`src/rtl/cu_pkg.sv`:
```
// Shared definitions for the control_unit sequencer.
//
// Contents:
//   - field widths (OPW opcode, ALUOPW ALU select, STW state register)
//   - opcode encodings for IR[31:27]
//   - state encodings (RESET, T0..T7, HALT)
//   - alu_op encodings seen by the datapath ALU
//   - op_class_e: opcodes grouped by identical step sequences
//   - ctrl_t: bundle of every datapath strobe
//   - helpers: classify(), alu_fn(), last_step()
//
// Configuration: when MUL_DIV_EN is defined, mul/div are classified as
// CLS_MULDIV. Otherwise they fall through to CLS_NOP.

package cu_pkg;

  localparam int OPW    = 5;
  localparam int ALUOPW = 4;
  localparam int STW    = 4;

  // Opcodes (IR[31:27])
  localparam logic [OPW-1:0] OP_LD   = 5'b00000;
  localparam logic [OPW-1:0] OP_LDI  = 5'b00001;
  localparam logic [OPW-1:0] OP_ST   = 5'b00010;
  localparam logic [OPW-1:0] OP_ADD  = 5'b00011;
  localparam logic [OPW-1:0] OP_SUB  = 5'b00100;
  localparam logic [OPW-1:0] OP_AND  = 5'b00101;
  localparam logic [OPW-1:0] OP_OR   = 5'b00110;
  localparam logic [OPW-1:0] OP_ADDI = 5'b01010;
  localparam logic [OPW-1:0] OP_ANDI = 5'b01011;
  localparam logic [OPW-1:0] OP_ORI  = 5'b01100;
  localparam logic [OPW-1:0] OP_MUL  = 5'b01111;
  localparam logic [OPW-1:0] OP_DIV  = 5'b10000;
  localparam logic [OPW-1:0] OP_BR   = 5'b10010;
  localparam logic [OPW-1:0] OP_JR   = 5'b10011;
  localparam logic [OPW-1:0] OP_JAL  = 5'b10100;
  localparam logic [OPW-1:0] OP_IN   = 5'b10101;
  localparam logic [OPW-1:0] OP_OUT  = 5'b10110;
  localparam logic [OPW-1:0] OP_MFHI = 5'b10111;
  localparam logic [OPW-1:0] OP_MFLO = 5'b11000;
  localparam logic [OPW-1:0] OP_NOP  = 5'b11001;
  localparam logic [OPW-1:0] OP_HALT = 5'b11010;

  // Sequencer states
  localparam logic [STW-1:0] ST_RESET = 4'd0;
  localparam logic [STW-1:0] ST_T0    = 4'd1;
  localparam logic [STW-1:0] ST_T1    = 4'd2;
  localparam logic [STW-1:0] ST_T2    = 4'd3;
  localparam logic [STW-1:0] ST_T3    = 4'd4;
  localparam logic [STW-1:0] ST_T4    = 4'd5;
  localparam logic [STW-1:0] ST_T5    = 4'd6;
  localparam logic [STW-1:0] ST_T6    = 4'd7;
  localparam logic [STW-1:0] ST_T7    = 4'd8;
  localparam logic [STW-1:0] ST_HALT  = 4'd9;

  // ALU function select
  localparam logic [ALUOPW-1:0] ALU_ADD = 4'd0;
  localparam logic [ALUOPW-1:0] ALU_SUB = 4'd1;
  localparam logic [ALUOPW-1:0] ALU_AND = 4'd2;
  localparam logic [ALUOPW-1:0] ALU_OR  = 4'd3;
  localparam logic [ALUOPW-1:0] ALU_MUL = 4'd4;
  localparam logic [ALUOPW-1:0] ALU_DIV = 4'd5;

  // Opcodes that share one step sequence share one class.
  typedef enum logic [3:0] {
    CLS_NOP,
    CLS_ALU_REG,
    CLS_ALU_IMM,
    CLS_LDI,
    CLS_LD,
    CLS_ST,
    CLS_BR,
    CLS_JR,
    CLS_JAL,
    CLS_IN,
    CLS_OUT,
    CLS_MFHI,
    CLS_MFLO,
    CLS_HALT,
    CLS_MULDIV
  } op_class_e;

  typedef struct packed {
    logic pc_out;
    logic zhi_out;
    logic zlow_out;
    logic mdr_out;
    logic hi_out;
    logic lo_out;
    logic inport_out;
    logic ba_out;
    logic c_out;
    logic pc_in;
    logic mar_in;
    logic mdr_in;
    logic ir_in;
    logic y_in;
    logic z_in;
    logic hi_in;
    logic lo_in;
    logic outport_in;
    logic con_in;
    logic inc_pc;
    logic read;
    logic write;
    logic gra;
    logic grb;
    logic grc;
    logic r_in;
    logic r_out;
  } ctrl_t;

  function automatic op_class_e classify(input logic [OPW-1:0] op);
    case (op)
      OP_ADD, OP_SUB, OP_AND, OP_OR: return CLS_ALU_REG;
      OP_ADDI, OP_ANDI, OP_ORI:      return CLS_ALU_IMM;
      OP_LDI:                        return CLS_LDI;
      OP_LD:                         return CLS_LD;
      OP_ST:                         return CLS_ST;
      OP_BR:                         return CLS_BR;
      OP_JR:                         return CLS_JR;
      OP_JAL:                        return CLS_JAL;
      OP_IN:                         return CLS_IN;
      OP_OUT:                        return CLS_OUT;
      OP_MFHI:                       return CLS_MFHI;
      OP_MFLO:                       return CLS_MFLO;
      OP_HALT:                       return CLS_HALT;
`ifdef MUL_DIV_EN
      OP_MUL, OP_DIV:                return CLS_MULDIV;
`endif
      default:                       return CLS_NOP;  // nop and undefined opcodes
    endcase
  endfunction

  // ALU function used in an opcode's ALU step.
  function automatic logic [ALUOPW-1:0] alu_fn(input logic [OPW-1:0] op);
    case (op)
      OP_SUB:         return ALU_SUB;
      OP_AND, OP_ANDI: return ALU_AND;
      OP_OR, OP_ORI:  return ALU_OR;
      OP_MUL:         return ALU_MUL;
      OP_DIV:         return ALU_DIV;
      default:        return ALU_ADD;
    endcase
  endfunction

  // Final execute step of each class. This is the instruction boundary,
  // where Stop is sampled.
  function automatic logic [STW-1:0] last_step(input op_class_e cls);
    case (cls)
      CLS_ALU_REG, CLS_ALU_IMM, CLS_LDI: return ST_T5;
      CLS_LD, CLS_ST:                    return ST_T7;
      CLS_BR, CLS_MULDIV:                return ST_T6;
      CLS_JAL:                           return ST_T4;
      default:                           return ST_T3;
    endcase
  endfunction

endpackage

```
`src/rtl/control_unit.sv`:
```
// control_unit: hard-wired Moore sequencer for the single-bus CPU datapath.
//
// Operation:
//   - One T-state per Clock.
//   - Fetch occupies T0..T2.
//   - Execute runs T3 up to the opcode's last step, then returns to T0.
//     If Stop is high at that last step, the sequencer goes to HALT instead.
//   - The halt opcode enters HALT directly from T3.
//   - All outputs are decoded combinationally from state, IR and BranchMet.
//
// Ports:
//   Clock      in   system clock, posedge active
//   Clear      in   asynchronous active-low reset (state -> RESET)
//   IR         in   instruction register; opcode in IR[31:27], used from T3
//   BranchMet  in   CON flip-flop from the datapath
//   Stop       in   halt request, honoured only at the instruction boundary
//   Run        out  high in T0..T7
//   PCout..Cout, PCin..CONIn, IncPC, Read, Write, Gra, Grb, Grc, Rin, Rout
//              out  datapath strobes; each is 0 outside its step
//   alu_op     out  ALU function; ADD except in an ALU step
//
// Configuration: define MUL_DIV_EN to decode mul/div. Otherwise both
// execute as nop.

module control_unit
  import cu_pkg::*;
(
  input  logic              Clock,
  input  logic              Clear,
  input  logic [31:0]       IR,
  input  logic              BranchMet,
  input  logic              Stop,
  output logic              Run,
  output logic              PCout,
  output logic              Zhiout,
  output logic              Zlowout,
  output logic              MDRout,
  output logic              HIout,
  output logic              LOout,
  output logic              InPortout,
  output logic              BAout,
  output logic              Cout,
  output logic              PCin,
  output logic              MARin,
  output logic              MDRin,
  output logic              IRin,
  output logic              Yin,
  output logic              Zin,
  output logic              HIin,
  output logic              LOin,
  output logic              OutPortin,
  output logic              CONIn,
  output logic              IncPC,
  output logic              Read,
  output logic              Write,
  output logic              Gra,
  output logic              Grb,
  output logic              Grc,
  output logic              Rin,
  output logic              Rout,
  output logic [ALUOPW-1:0] alu_op
);

  logic [STW-1:0]    state;
  logic [STW-1:0]    next_state;
  logic [OPW-1:0]    opcode;
  op_class_e         cls;
  logic [STW-1:0]    final_step;
  logic [ALUOPW-1:0] alu_sel;
  ctrl_t             ctrl;
  logic              unused_ir;

  assign opcode     = IR[31:27];
  assign cls        = classify(opcode);
  assign final_step = last_step(cls);
  assign alu_sel    = alu_fn(opcode);

  // Register and immediate fields are decoded by the datapath, not here.
  assign unused_ir  = ^IR[26:0];

  // NOTE: sequential state is updated with non-blocking assignments only, so
  // every flop samples values from before the edge.
  always_ff @(posedge Clock or negedge Clear) begin
    if (!Clear) state <= ST_RESET;
    else        state <= next_state;
  end

  // ---------------------------------------------------------------------------
  // Next-state logic
  // ---------------------------------------------------------------------------
  // NOTE: every always_comb output gets a default before the case statement,
  // so no path leaves it unassigned and no latch is inferred.
  always_comb begin
    next_state = state;
    case (state)
      ST_RESET: next_state = ST_T0;
      ST_T0:    next_state = ST_T1;
      ST_T1:    next_state = ST_T2;
      ST_T2:    next_state = ST_T3;
      ST_T3, ST_T4, ST_T5, ST_T6, ST_T7: begin
        if (cls == CLS_HALT)          next_state = ST_HALT;
        else if (state == final_step) next_state = Stop ? ST_HALT : ST_T0;
        else                          next_state = state + STW'(1);
      end
      ST_HALT:  next_state = ST_HALT;
      default:  next_state = ST_RESET;  // unused codes recover via RESET
    endcase
  end

  // ---------------------------------------------------------------------------
  // Moore output decode
  // ---------------------------------------------------------------------------
  always_comb begin
    ctrl   = '0;
    alu_op = ALU_ADD;
    case (state)
      ST_T0: begin
        ctrl.pc_out = 1'b1;
        ctrl.mar_in = 1'b1;
        ctrl.inc_pc = 1'b1;
        ctrl.z_in   = 1'b1;
      end
      ST_T1: begin
        ctrl.zlow_out = 1'b1;
        ctrl.pc_in    = 1'b1;
        ctrl.read     = 1'b1;
        ctrl.mdr_in   = 1'b1;
      end
      ST_T2: begin
        ctrl.mdr_out = 1'b1;
        ctrl.ir_in   = 1'b1;
      end

      ST_T3: begin
        case (cls)
          CLS_ALU_REG, CLS_ALU_IMM: begin
            ctrl.grb   = 1'b1;
            ctrl.r_out = 1'b1;
            ctrl.y_in  = 1'b1;
          end
          CLS_LDI, CLS_LD, CLS_ST: begin
            // BAout drives 0 when Rb is R0, giving absolute addressing.
            ctrl.grb    = 1'b1;
            ctrl.ba_out = 1'b1;
            ctrl.y_in   = 1'b1;
          end
          CLS_BR: begin
            ctrl.gra    = 1'b1;
            ctrl.r_out  = 1'b1;
            ctrl.con_in = 1'b1;
          end
          CLS_JR: begin
            ctrl.gra   = 1'b1;
            ctrl.r_out = 1'b1;
            ctrl.pc_in = 1'b1;
          end
          CLS_JAL: begin
            // Link first: PC (already incremented) goes to Rb.
            ctrl.pc_out = 1'b1;
            ctrl.grb    = 1'b1;
            ctrl.r_in   = 1'b1;
          end
          CLS_IN: begin
            ctrl.inport_out = 1'b1;
            ctrl.gra        = 1'b1;
            ctrl.r_in       = 1'b1;
          end
          CLS_OUT: begin
            ctrl.gra        = 1'b1;
            ctrl.r_out      = 1'b1;
            ctrl.outport_in = 1'b1;
          end
          CLS_MFHI: begin
            ctrl.hi_out = 1'b1;
            ctrl.gra    = 1'b1;
            ctrl.r_in   = 1'b1;
          end
          CLS_MFLO: begin
            ctrl.lo_out = 1'b1;
            ctrl.gra    = 1'b1;
            ctrl.r_in   = 1'b1;
          end
`ifdef MUL_DIV_EN
          CLS_MULDIV: begin
            ctrl.gra   = 1'b1;
            ctrl.r_out = 1'b1;
            ctrl.y_in  = 1'b1;
          end
`endif
          default: ;  // nop, halt, undefined: no strobes
        endcase
      end

      ST_T4: begin
        case (cls)
          CLS_ALU_REG: begin
            ctrl.grc   = 1'b1;
            ctrl.r_out = 1'b1;
            ctrl.z_in  = 1'b1;
            alu_op     = alu_sel;
          end
          CLS_ALU_IMM: begin
            ctrl.c_out = 1'b1;
            ctrl.z_in  = 1'b1;
            alu_op     = alu_sel;
          end
          CLS_LDI, CLS_LD, CLS_ST: begin
            // Effective address is always base + offset.
            ctrl.c_out = 1'b1;
            ctrl.z_in  = 1'b1;
          end
          CLS_BR: begin
            ctrl.pc_out = 1'b1;
            ctrl.y_in   = 1'b1;
          end
          CLS_JAL: begin
            ctrl.gra   = 1'b1;
            ctrl.r_out = 1'b1;
            ctrl.pc_in = 1'b1;
          end
`ifdef MUL_DIV_EN
          CLS_MULDIV: begin
            ctrl.grb   = 1'b1;
            ctrl.r_out = 1'b1;
            ctrl.z_in  = 1'b1;
            alu_op     = alu_sel;
          end
`endif
          default: ;
        endcase
      end

      ST_T5: begin
        case (cls)
          CLS_ALU_REG, CLS_ALU_IMM, CLS_LDI: begin
            ctrl.zlow_out = 1'b1;
            ctrl.gra      = 1'b1;
            ctrl.r_in     = 1'b1;
          end
          CLS_LD, CLS_ST: begin
            ctrl.zlow_out = 1'b1;
            ctrl.mar_in   = 1'b1;
          end
          CLS_BR: begin
            // Branch target = PC + C.
            ctrl.c_out = 1'b1;
            ctrl.z_in  = 1'b1;
          end
`ifdef MUL_DIV_EN
          CLS_MULDIV: begin
            ctrl.zlow_out = 1'b1;
            ctrl.lo_in    = 1'b1;
          end
`endif
          default: ;
        endcase
      end

      ST_T6: begin
        case (cls)
          CLS_LD: begin
            ctrl.read   = 1'b1;
            ctrl.mdr_in = 1'b1;
          end
          CLS_ST: begin
            // MDR loads from the bus here, so Read stays low.
            ctrl.gra    = 1'b1;
            ctrl.r_out  = 1'b1;
            ctrl.mdr_in = 1'b1;
          end
          CLS_BR: begin
            ctrl.zlow_out = BranchMet;
            ctrl.pc_in    = BranchMet;
          end
`ifdef MUL_DIV_EN
          CLS_MULDIV: begin
            ctrl.zhi_out = 1'b1;
            ctrl.hi_in   = 1'b1;
          end
`endif
          default: ;
        endcase
      end

      ST_T7: begin
        case (cls)
          CLS_LD: begin
            ctrl.mdr_out = 1'b1;
            ctrl.gra     = 1'b1;
            ctrl.r_in    = 1'b1;
          end
          CLS_ST: ctrl.write = 1'b1;
          default: ;
        endcase
      end

      default: ;  // RESET, HALT, unused codes: everything idle
    endcase
  end

  assign Run       = (state >= ST_T0) && (state <= ST_T7);
  assign PCout     = ctrl.pc_out;
  assign Zhiout    = ctrl.zhi_out;
  assign Zlowout   = ctrl.zlow_out;
  assign MDRout    = ctrl.mdr_out;
  assign HIout     = ctrl.hi_out;
  assign LOout     = ctrl.lo_out;
  assign InPortout = ctrl.inport_out;
  assign BAout     = ctrl.ba_out;
  assign Cout      = ctrl.c_out;
  assign PCin      = ctrl.pc_in;
  assign MARin     = ctrl.mar_in;
  assign MDRin     = ctrl.mdr_in;
  assign IRin      = ctrl.ir_in;
  assign Yin       = ctrl.y_in;
  assign Zin       = ctrl.z_in;
  assign HIin      = ctrl.hi_in;
  assign LOin      = ctrl.lo_in;
  assign OutPortin = ctrl.outport_in;
  assign CONIn     = ctrl.con_in;
  assign IncPC     = ctrl.inc_pc;
  assign Read      = ctrl.read;
  assign Write     = ctrl.write;
  assign Gra       = ctrl.gra;
  assign Grb       = ctrl.grb;
  assign Grc       = ctrl.grc;
  assign Rin       = ctrl.r_in;
  assign Rout      = ctrl.r_out;

endmodule

```
`config.mk`:
```
export PLATFORM = sky130hd
export DESIGN_NAME = control_unit
export DESIGN_NICKNAME = d
export VERILOG_FILES = /design/src/rtl/cu_pkg.sv /design/src/rtl/control_unit.sv
export SDC_FILE = /design/constraint.sdc
export NUM_CORES = 1
export LEC_CHECK = 0
export BUFFER_PORTS_ARGS = -buffer_cell sky130_fd_sc_hd__buf_4
export CAP_MARGIN = 20
export CORE_MARGIN = 2
export CORE_UTILIZATION = 46
export CTS_BUF_LIST = sky130_fd_sc_hd__clkbuf_8
export DETAILED_ROUTE_END_ITERATION = 16
export GPL_TIMING_DRIVEN = 0
export HOLD_SLACK_MARGIN = 0.02
export PLACE_DENSITY = 0.84
export SETUP_SLACK_MARGIN = 0.4
export SLEW_MARGIN = 20
export SYNTH_ARGS = -nofsm -noshare
export SYNTH_HDL_FRONTEND = slang
export SYNTH_SLANG_ARGS = --single-unit
```
`constraint.sdc`:
```
create_clock -name Clock -period 2 [get_ports Clock]
set_clock_uncertainty 0.15 [all_clocks]
set_input_delay 0.2 -clock Clock [delete_from_list [all_inputs] [get_ports Clock]]
set_output_delay 0.2 -clock Clock [all_outputs]
set_load 0.005 [all_outputs]
```
==> run_results.csv, run 1 <==
group,metric,value,unit
outcome,status,"stopped before the end",
outcome,failing_step,"global routing",
outcome,error,"[ERROR DPL-0038] Utilization greater than 100%, impossible to legalize",
floorplan,dieHeight,54.7,um
yosys,syn_avg_cell_area,6.39,um2
floorplan,fp.dieW,54.7,um
floorplan,initial_core_util,0.482,
placement,place_ws,-0.0333,ns
yosys,syn_area,1180,um2
placement,placed_cell_area,1580,um2
timing,grt_worst_setup_endpoint,"Gra",
yosys,synth-seq-area-share,0.0847,
floorplan,num_io_pins,68,
cts,cts_root_buf,"clkbuf_8",
timing,worstEndpointType,"output port",
yosys,async_flop_share,1.00,
yosys,synth_edf_count,0,
placement,gp_congestion,0.904,
yosys,synth.top_cell.area_share,0.0847,
yosys,yosysTopAreaCell,"dfrtp_1",
cts,clkSinkCount,4,
cts,numCtsBuffers,3,
yosys,yosys_warnings,0,
placement,dp.cells,254,
yosys,netlist-cell-type-count,52,
placement,port_buffers,35,
yosys,ys_seq_elements,4,
yosys,syn_inst,185,
cts,cts_max_path_buffers,2,
floorplan,num_rows,18,
global_route,grt_start_max_net_pins,11,
yosys,ys.flop_type,"dfrtp_1",
yosys,synthTopCellsByArea,"dfrtp_1 8.5%, a21oi_1 7.6%, nand2_1 6.7%",
placement,place_hpwl,2.72,mm
cts,htreeDepth,1,
==> stage by stage <==
| stage | hold WS (ns) | TNS, ns |
|---|---|---|
| after floorplan | -0.246 | 0 |
| after global placement | -0.154 | -0.0944 |
| after detailed placement | -0.153 | -0.0746 |
| after CTS | 0.168 | -0.0953 |
==> cells in the mapped netlist, drive strengths merged (2+ instances only) <==
cell type and count:
o21a 2, nand2 21, a211oi 2, clkbuf 7, nor4 5, nor4b 3, o21bai 2, buf 13
o22ai 2, xnor2 2, or2b 2, a31oi 3, xor2 4, nor2 17, nor3 6, and4 2
nand2b 6, o221ai 2, a21oi 18, o211ai 2, o21ai 13, nand3b 2, nor2b 4, nand3 12
dfrtp 4, inv 8, ha 4
==> cells by family after synthesis <==
| kind of cell | after synthesis | synth area share |
|---|---|---|
| simple gates | 86 | 0.384 |
| other cells | 1 | 0.00317 |
| mux | 1 | 0.00847 |
| compound gates | 54 | 0.294 |
| xor+xnor | 6 | 0.0444 |
| buf+inv | 28 | 0.130 |
| fa+ha+maj | 5 | 0.0508 |
| flops | 4 | 0.0847 |
==> what timing repair did <==
| item | CTS |
|---|---|
| hold buffers | 1 |
| setup buffers | 30 |
| endpoints found under the hold margin | 4 |
| pin swaps | 17 |
| endpoints found under the setup margin | 31 |
| resized for setup | 70 |
==> inputs of run 2 (changes only) <==
- CORE_AREA: unset -> 2 2 63 65
- CORE_MARGIN: 2 -> unset
- CORE_UTILIZATION: 46 -> unset
- CTS_BUF_LIST: sky130_fd_sc_hd__clkbuf_8 -> unset
- DIE_AREA: unset -> 0 0 65 67
- HOLD_SLACK_MARGIN: 0.02 -> unset
- PLACE_DENSITY: 0.84 -> unset
- PLACE_DENSITY_LB_ADDON: unset -> 0.15
- SETUP_SLACK_MARGIN: 0.4 -> unset
==> run 2 against run 1 <==
  * The flow now finishes, with violations (setup timing)
  * Area after synthesis unchanged
  * Synthesized cell count did not move
==> run_results.csv, run 2 <==
group,metric,value,unit
outcome,status,"finished, violations left",
outcome,violations,"setup timing",
drt,vias_per_cell,5.38,
cts,htreeDepth,1,
power_and_ir_drop,p_int,0.812,mW
floorplan,num_io_pins,68,
floorplan,num_rows,22,
yosys,syn_area,1180,um2
placement,place_hpwl,2.98,mm
power_and_ir_drop,power.share.sequential,0.106,
layout,multi_input_area,1100,um2
floorplan,initial_core_util,0.328,
job,max-cap-violations,0,
layout,final_cell_mix,"53 x buf_4, 18 x nand2_1, 15 x a21oi_1, 14 x nor2_1, 11 x nand3_1",
power_and_ir_drop,pwr-share-comb,0.781,
power_and_ir_drop,switching_share,0.443,
yosys,async_flop_share,1.00,
yosys,ys.flop_type,"dfrtp_1",
layout,mostFrequentLayoutCell,"buf_4",
global_route,antenna_found_initial,0,
yosys,netlist-cell-type-count,52,
yosys,synth-seq-area-share,0.0847,
power_and_ir_drop,clock_power_share,0.113,
global_route,overflow,0,
timing,setup_viol,4,
yosys,synthTopCellsByArea,"dfrtp_1 8.5%, a21oi_1 7.6%, nand2_1 6.7%",
timing,post-route-period-util,1.04,
drt,wl_per_cell,14.2,um
cts,cts_tree,"yes",
critical_path,path_class,"input pin to primary output",
layout,area_growth_syn_to_layout,57.1,%
timing,fmax,480,MHz
global_route,grt_pass1_wl,6.63,mm
floorplan,core,3610,um2
global_route,grt_start_max_net_pins,11,
timing,fin_ws,-0.0823,ns
worst_hold_path,hold_class,"input pin to async pin",
power_and_ir_drop,p_sw,0.646,mW
critical_path,path_max_fanout,6,
placement,gp_congestion,0.830,
cts,clock_latency,0.21,ns
power_and_ir_drop,peakVddDrop,0.000602,V
floorplan,dieHeight,67,um
global_route,track_usage,0.190,
cts,numCtsBuffers,3,
power_and_ir_drop,leakage,0.790,nW
cts,clkSinkCount,4,
drt,antenna_left,0,
timing,slew_violations,0,
yosys,synth_common_cells,"21 x nand2_1, 18 x a21oi_1, 16 x nor2_1",
yosys,synth_edf_count,0,
critical_path,start_kind,"input pin",
layout,finalNetCount,281,
placement,dp.cells,272,
floorplan,fp.dieW,65,um
layout,top_regs,"state x4",
layout,largest_reg_flops,4,
timing,timing.final.crit_period,2.08,ns
drt,wl,4.08,mm
placement,port_buffers,35,
cts,cts_max_path_buffers,2,
drt,dr.pass1.iters,4,
timing,setup-tns-final,-0.212,ns
drt,drtIter0Drc,122,
yosys,syn_avg_cell_area,6.39,um2
drt,via_count,1543,
yosys,yosys_warnings,0,
critical_path,cp.required,1.65,ns
layout,drive_gt1_frac,0.439,
yosys,ys_seq_elements,4,
yosys,synth.top_cell.area_share,0.0847,
yosys,yosysTopAreaCell,"dfrtp_1",
layout,n_fill_cell,367,
floorplan,die_area,4360,um2
critical_path,critPathArrivalTime,1.73,ns
layout,register_area,101,um2
yosys,syn_inst,185,
critical_path,crit_path_end_kind,"primary output",
drt,drc_errors,0,
global_route,grt_pass1_vias,1351,
cts,cts.clk_slew.worst_paths,0.03,ns
yosys,yosysMostFrequentCell,"nand2_1",
layout,antenna_cells,0,
layout,top_register,"state",
layout,instances_no_fill,287,
timing,hold_violations,0,
timing,rsz0062_at_grt,"true",
cts,cts_root_buf,"clkbuf_8",
power_and_ir_drop,p_per_area,785,nW/um2
run 2: cell counts after synthesis:
No cell type changed its count.
run 2: layout make-up:
type,instances,area share
Timing Repair Buffer,47,0.191
Sequential cell,4,0.0545
Clock buffer,3,0.0222
Buffer,20,0.0889
Tap cell,48,0.0323
Inverter,8,0.0195
Multi-Input combinational cell,157,0.591
run 2: worst max-delay path, cell delays in order:
cell      delay [ns]
buf_4           0.14
or2b_1          0.24
a22o_1          0.19
a221o_1         0.30
nor2_1          0.15
a21oi_2         0.04
nor2_1          0.20
nand3b_1        0.16
buf_4           0.11
run 2: logic make-up (layout without fill, tap and decap cells):
kind of cell    Yosys count  after routing  share of synthesized area
simple gates             86             86                      0.384
fa+ha+maj                 5              5                     0.0508
other cells               1              5                    0.00317
buf+inv                  28             78                      0.130
compound gates           54             54                      0.294
mux                       1              1                    0.00847
xor+xnor                  6              6                     0.0444
flops                     4              4                     0.0847
run 2: per-layer routing:
layer	vias to the layer above	track usage	part of all wire
met3	4	0.0253	0.050
met1	715	0.263	0.45
met5	-	0	0
li1	766	-	-
met4	0	0.0319	0.011
met2	58	0.316	0.49
run 2: final timing paths:
| kind | from | to | slack (ns) | depth (start not counted) |
|---|---|---|---|---|
| setup / recovery | IR[31] | Gra | -0.08 | 9 |
| hold / removal | Clear | state[3] | 0.17 | 2 |
| setup reg to reg | state[0] | state[0] | 0.01 | 6 |
| hold reg to reg | state[0] | state[0] | 0.56 | 2 |
| max in group asynchronous | Clear | state[0] | 1.42 | 2 |
| min in group Clock | Stop | state[3] | 0.26 | 4 |
run 2: metrics by stage:
step | instance area [um2] | power (mW) | hold slack, ns | util | worst slack (ns)
after floorplan | 1200 | 0.708 | -0.246 | - | 0.216
after global placement | 1520 | 1.06 | -0.153 | 0.422 | -0.221
after detailed placement | 1520 | 1.05 | -0.153 | 0.422 | -0.163
after CTS | 1730 | 1.42 | 0.169 | 0.481 | -0.0938
after global routing | 1860 | 1.60 | 0.177 | 0.515 | -0.153
final | 1860 | 1.46 | 0.170 | 0.515 | -0.0823
run 2: repair_timing:
item / 4_1_cts / 5_1_grt
pin swaps: 7 / 5
hold buffers: 1 / 0
setup buffers: 8 / 3
gates resized for setup: 30 / 24
endpoints found under the hold margin: 4 / 0
cloned: 0 / 0
endpoints found under the setup margin: 21 / 20
run 2: power by group through the flow:
| stage | Combinational [mW] | Sequential, mW | Clock [mW] |
|---|---|---|---|
| floorplan | 0.570 | 0.138 | 0 |
| global placement | 0.910 | 0.150 | 0 |
| detailed placement | 0.904 | 0.148 | 0 |
| CTS | 1.10 | 0.154 | 0.170 |
| global route | 1.26 | 0.161 | 0.179 |
| finish | 1.14 | 0.155 | 0.165 |
Power figures use the tool's default switching activity.
==> inputs of run 3 (changes only) <==
- clock period: 2 -> 2.7 ns (I/O delays scaled with it)
==> run 3 against run 2 <==
  * The flow now finishes without violations
  * Sequential share of layout area is 0.90 points higher
  * Sequential power shrank 30%
  * Clock-buffer cell count stayed put
  * Sequential cell count is the same
  * Register-to-register slack improved by 0.62 ns
  * Combinational power fell by 41%
  * Worst setup slack gained 0.33 ns
  * Largest cell class unchanged
==> run_results.csv, run 3 (synthesized netlist as in run 2, its figures left out) <==
group,metric,value,unit
global_route,overflow,0,
layout,mostFrequentLayoutCell,"buf_4",
timing,timing.final.crit_period,2.46,ns
cts,cts_max_path_buffers,2,
cts,cts_tree,"yes",
floorplan,num_io_pins,68,
drt,drtIter0Drc,158,
layout,antenna_cells,0,
drt,wl_per_cell,13.8,um
global_route,grt_pass1_wl,6.33,mm
layout,multi_input_area,946,um2
layout,final_cell_mix,"43 x buf_4, 21 x nand2_1, 18 x a21oi_1, 16 x nor2_1, 12 x nand3_1",
timing,slew_headroom,0.592,
timing,post-route-period-util,0.909,
timing,setup-tns-final,0,ns
drt,vias_per_cell,5.26,
layout,area_growth_syn_to_layout,33.1,%
placement,gp_congestion,0.830,
drt,wl,3.81,mm
floorplan,num_rows,22,
critical_path,crit_path_end_kind,"primary output",
power_and_ir_drop,p_total,0.903,mW
layout,register_area,100,um2
layout,drive_gt1_frac,0.268,
critical_path,start_kind,"register",
global_route,grt_pass1_vias,1282,
cts,clkSinkCount,4,
power_and_ir_drop,leakage,0.696,nW
global_route,track_usage,0.180,
timing,fmax,407,MHz
layout,largest_reg_flops,4,
drt,drc_errors,0,
drt,antenna_left,0,
critical_path,critPathArrivalTime,2.04,ns
critical_path,path_max_fanout,8,
floorplan,die_area,4360,um2
placement,placed_cell_area,1520,um2
cts,cts_root_buf,"clkbuf_8",
worst_hold_path,hold_class,"input pin to async pin",
drt,via_count,1452,
cts,clock_latency,0.21,ns
placement,port_buffers,35,
layout,utilization,0.437,
timing,hold_ws,0.239,ns
layout,n_fill_cell,415,
outcome,status,"finished clean",
placement,place_hpwl,2.98,mm
global_route,antenna_found_initial,0,
layout,fin_area,1570,um2
global_route,grt_start_max_net_pins,11,
timing,slew_violations,0,
floorplan,fp.dieW,65,um
timing,hold_violations,0,
timing,rsz0062_at_grt,"false",
floorplan,core,3610,um2
timing,setup_viol,0,
job,max-cap-violations,0,
floorplan,dieHeight,67,um
cts,cts_setup_buffers,0,
drt,dr.pass1.iters,4,
critical_path,cp.required,2.28,ns
critical_path,path_class,"register to primary output",
cts,cts.clk_slew.worst_paths,0.03,ns
floorplan,initial_core_util,0.328,
critical_path,reg2reg_slack,0.63,ns
layout,finalNetCount,270,
power_and_ir_drop,peakVddDrop,0.000450,V
cts,numCtsBuffers,3,
cts,htreeDepth,1,
layout,top_register,"state",
power_and_ir_drop,p_per_area,574,nW/um2
timing,tightest_slew,0.608,ns
layout,top_regs,"state x4",
run 3: cell types whose count changed in the layout (fill, tap and decap cells not counted), sizes merged:
cell	change
buf	-10
inv	+1
clkbuf	-1
clkinvlp	-1
run 3: area by class of cell:
cell class / count / area share
tap: 48 / 0.0382
buffer: 20 / 0.0787
timing repair buffer: 36 / 0.173
sequential: 4 / 0.0636
multi-input combinational: 157 / 0.601
inverter: 8 / 0.0191
clock buffer: 3 / 0.0262
run 3: power breakdown:
group	switching, mW	internal, mW	total (mW)
registers	0.0259	0.0828	0.109
logic	0.360	0.312	0.671
clock network	0.0284	0.0948	0.123
total	0.414	0.489	0.903
run 3: final timing paths:
| check | start | end | depth (start not counted) |
|---|---|---|---|
| setup / recovery | state[0] | Gra | 8 |
| hold / removal | Clear | state[3] | 2 |
| setup reg to reg | state[1] | state[1] | 7 |
| hold reg to reg | state[0] | state[0] | 2 |
| max in group asynchronous | Clear | state[1] | 2 |
| min in group Clock | Stop | state[3] | 4 |
run 3: metrics by stage:
step	setup WS, ns	cells
CTS	0.227	276
detailed placement	0.449	272
finish	0.245	276
floorplan	0.846	189
global placement	0.398	272
global route	0.000902	276
run 3: timing repair:
item / 4_1_cts / 5_1_grt
setup endpoints to repair: 0 / 3
endpoints found under the hold margin: 4 / 0
resized for setup: 0 / 1
hold buffers: 1 / 0
run 3: per-layer routing:
metal / vias to the layer above / routed length (um) / track usage
li1: 738 / - / -
met1: 658 / 1820 / 0.260
met2: 51 / 1740 / 0.286
met3: 5 / 211 / 0.0270
met4: 0 / 44 / 0.0293
met5: - / 0 / 0
run 3: critical path, stage by stage, from the launching register on:
cell	delay (ns)
dfrtp_1	0.42
inv_1	0.13
ha_1	0.32
nand2_1	0.12
nor4b_1	0.28
and3_1	0.25
a31oi_1	0.07
nand3b_1	0.12
buf_4	0.11
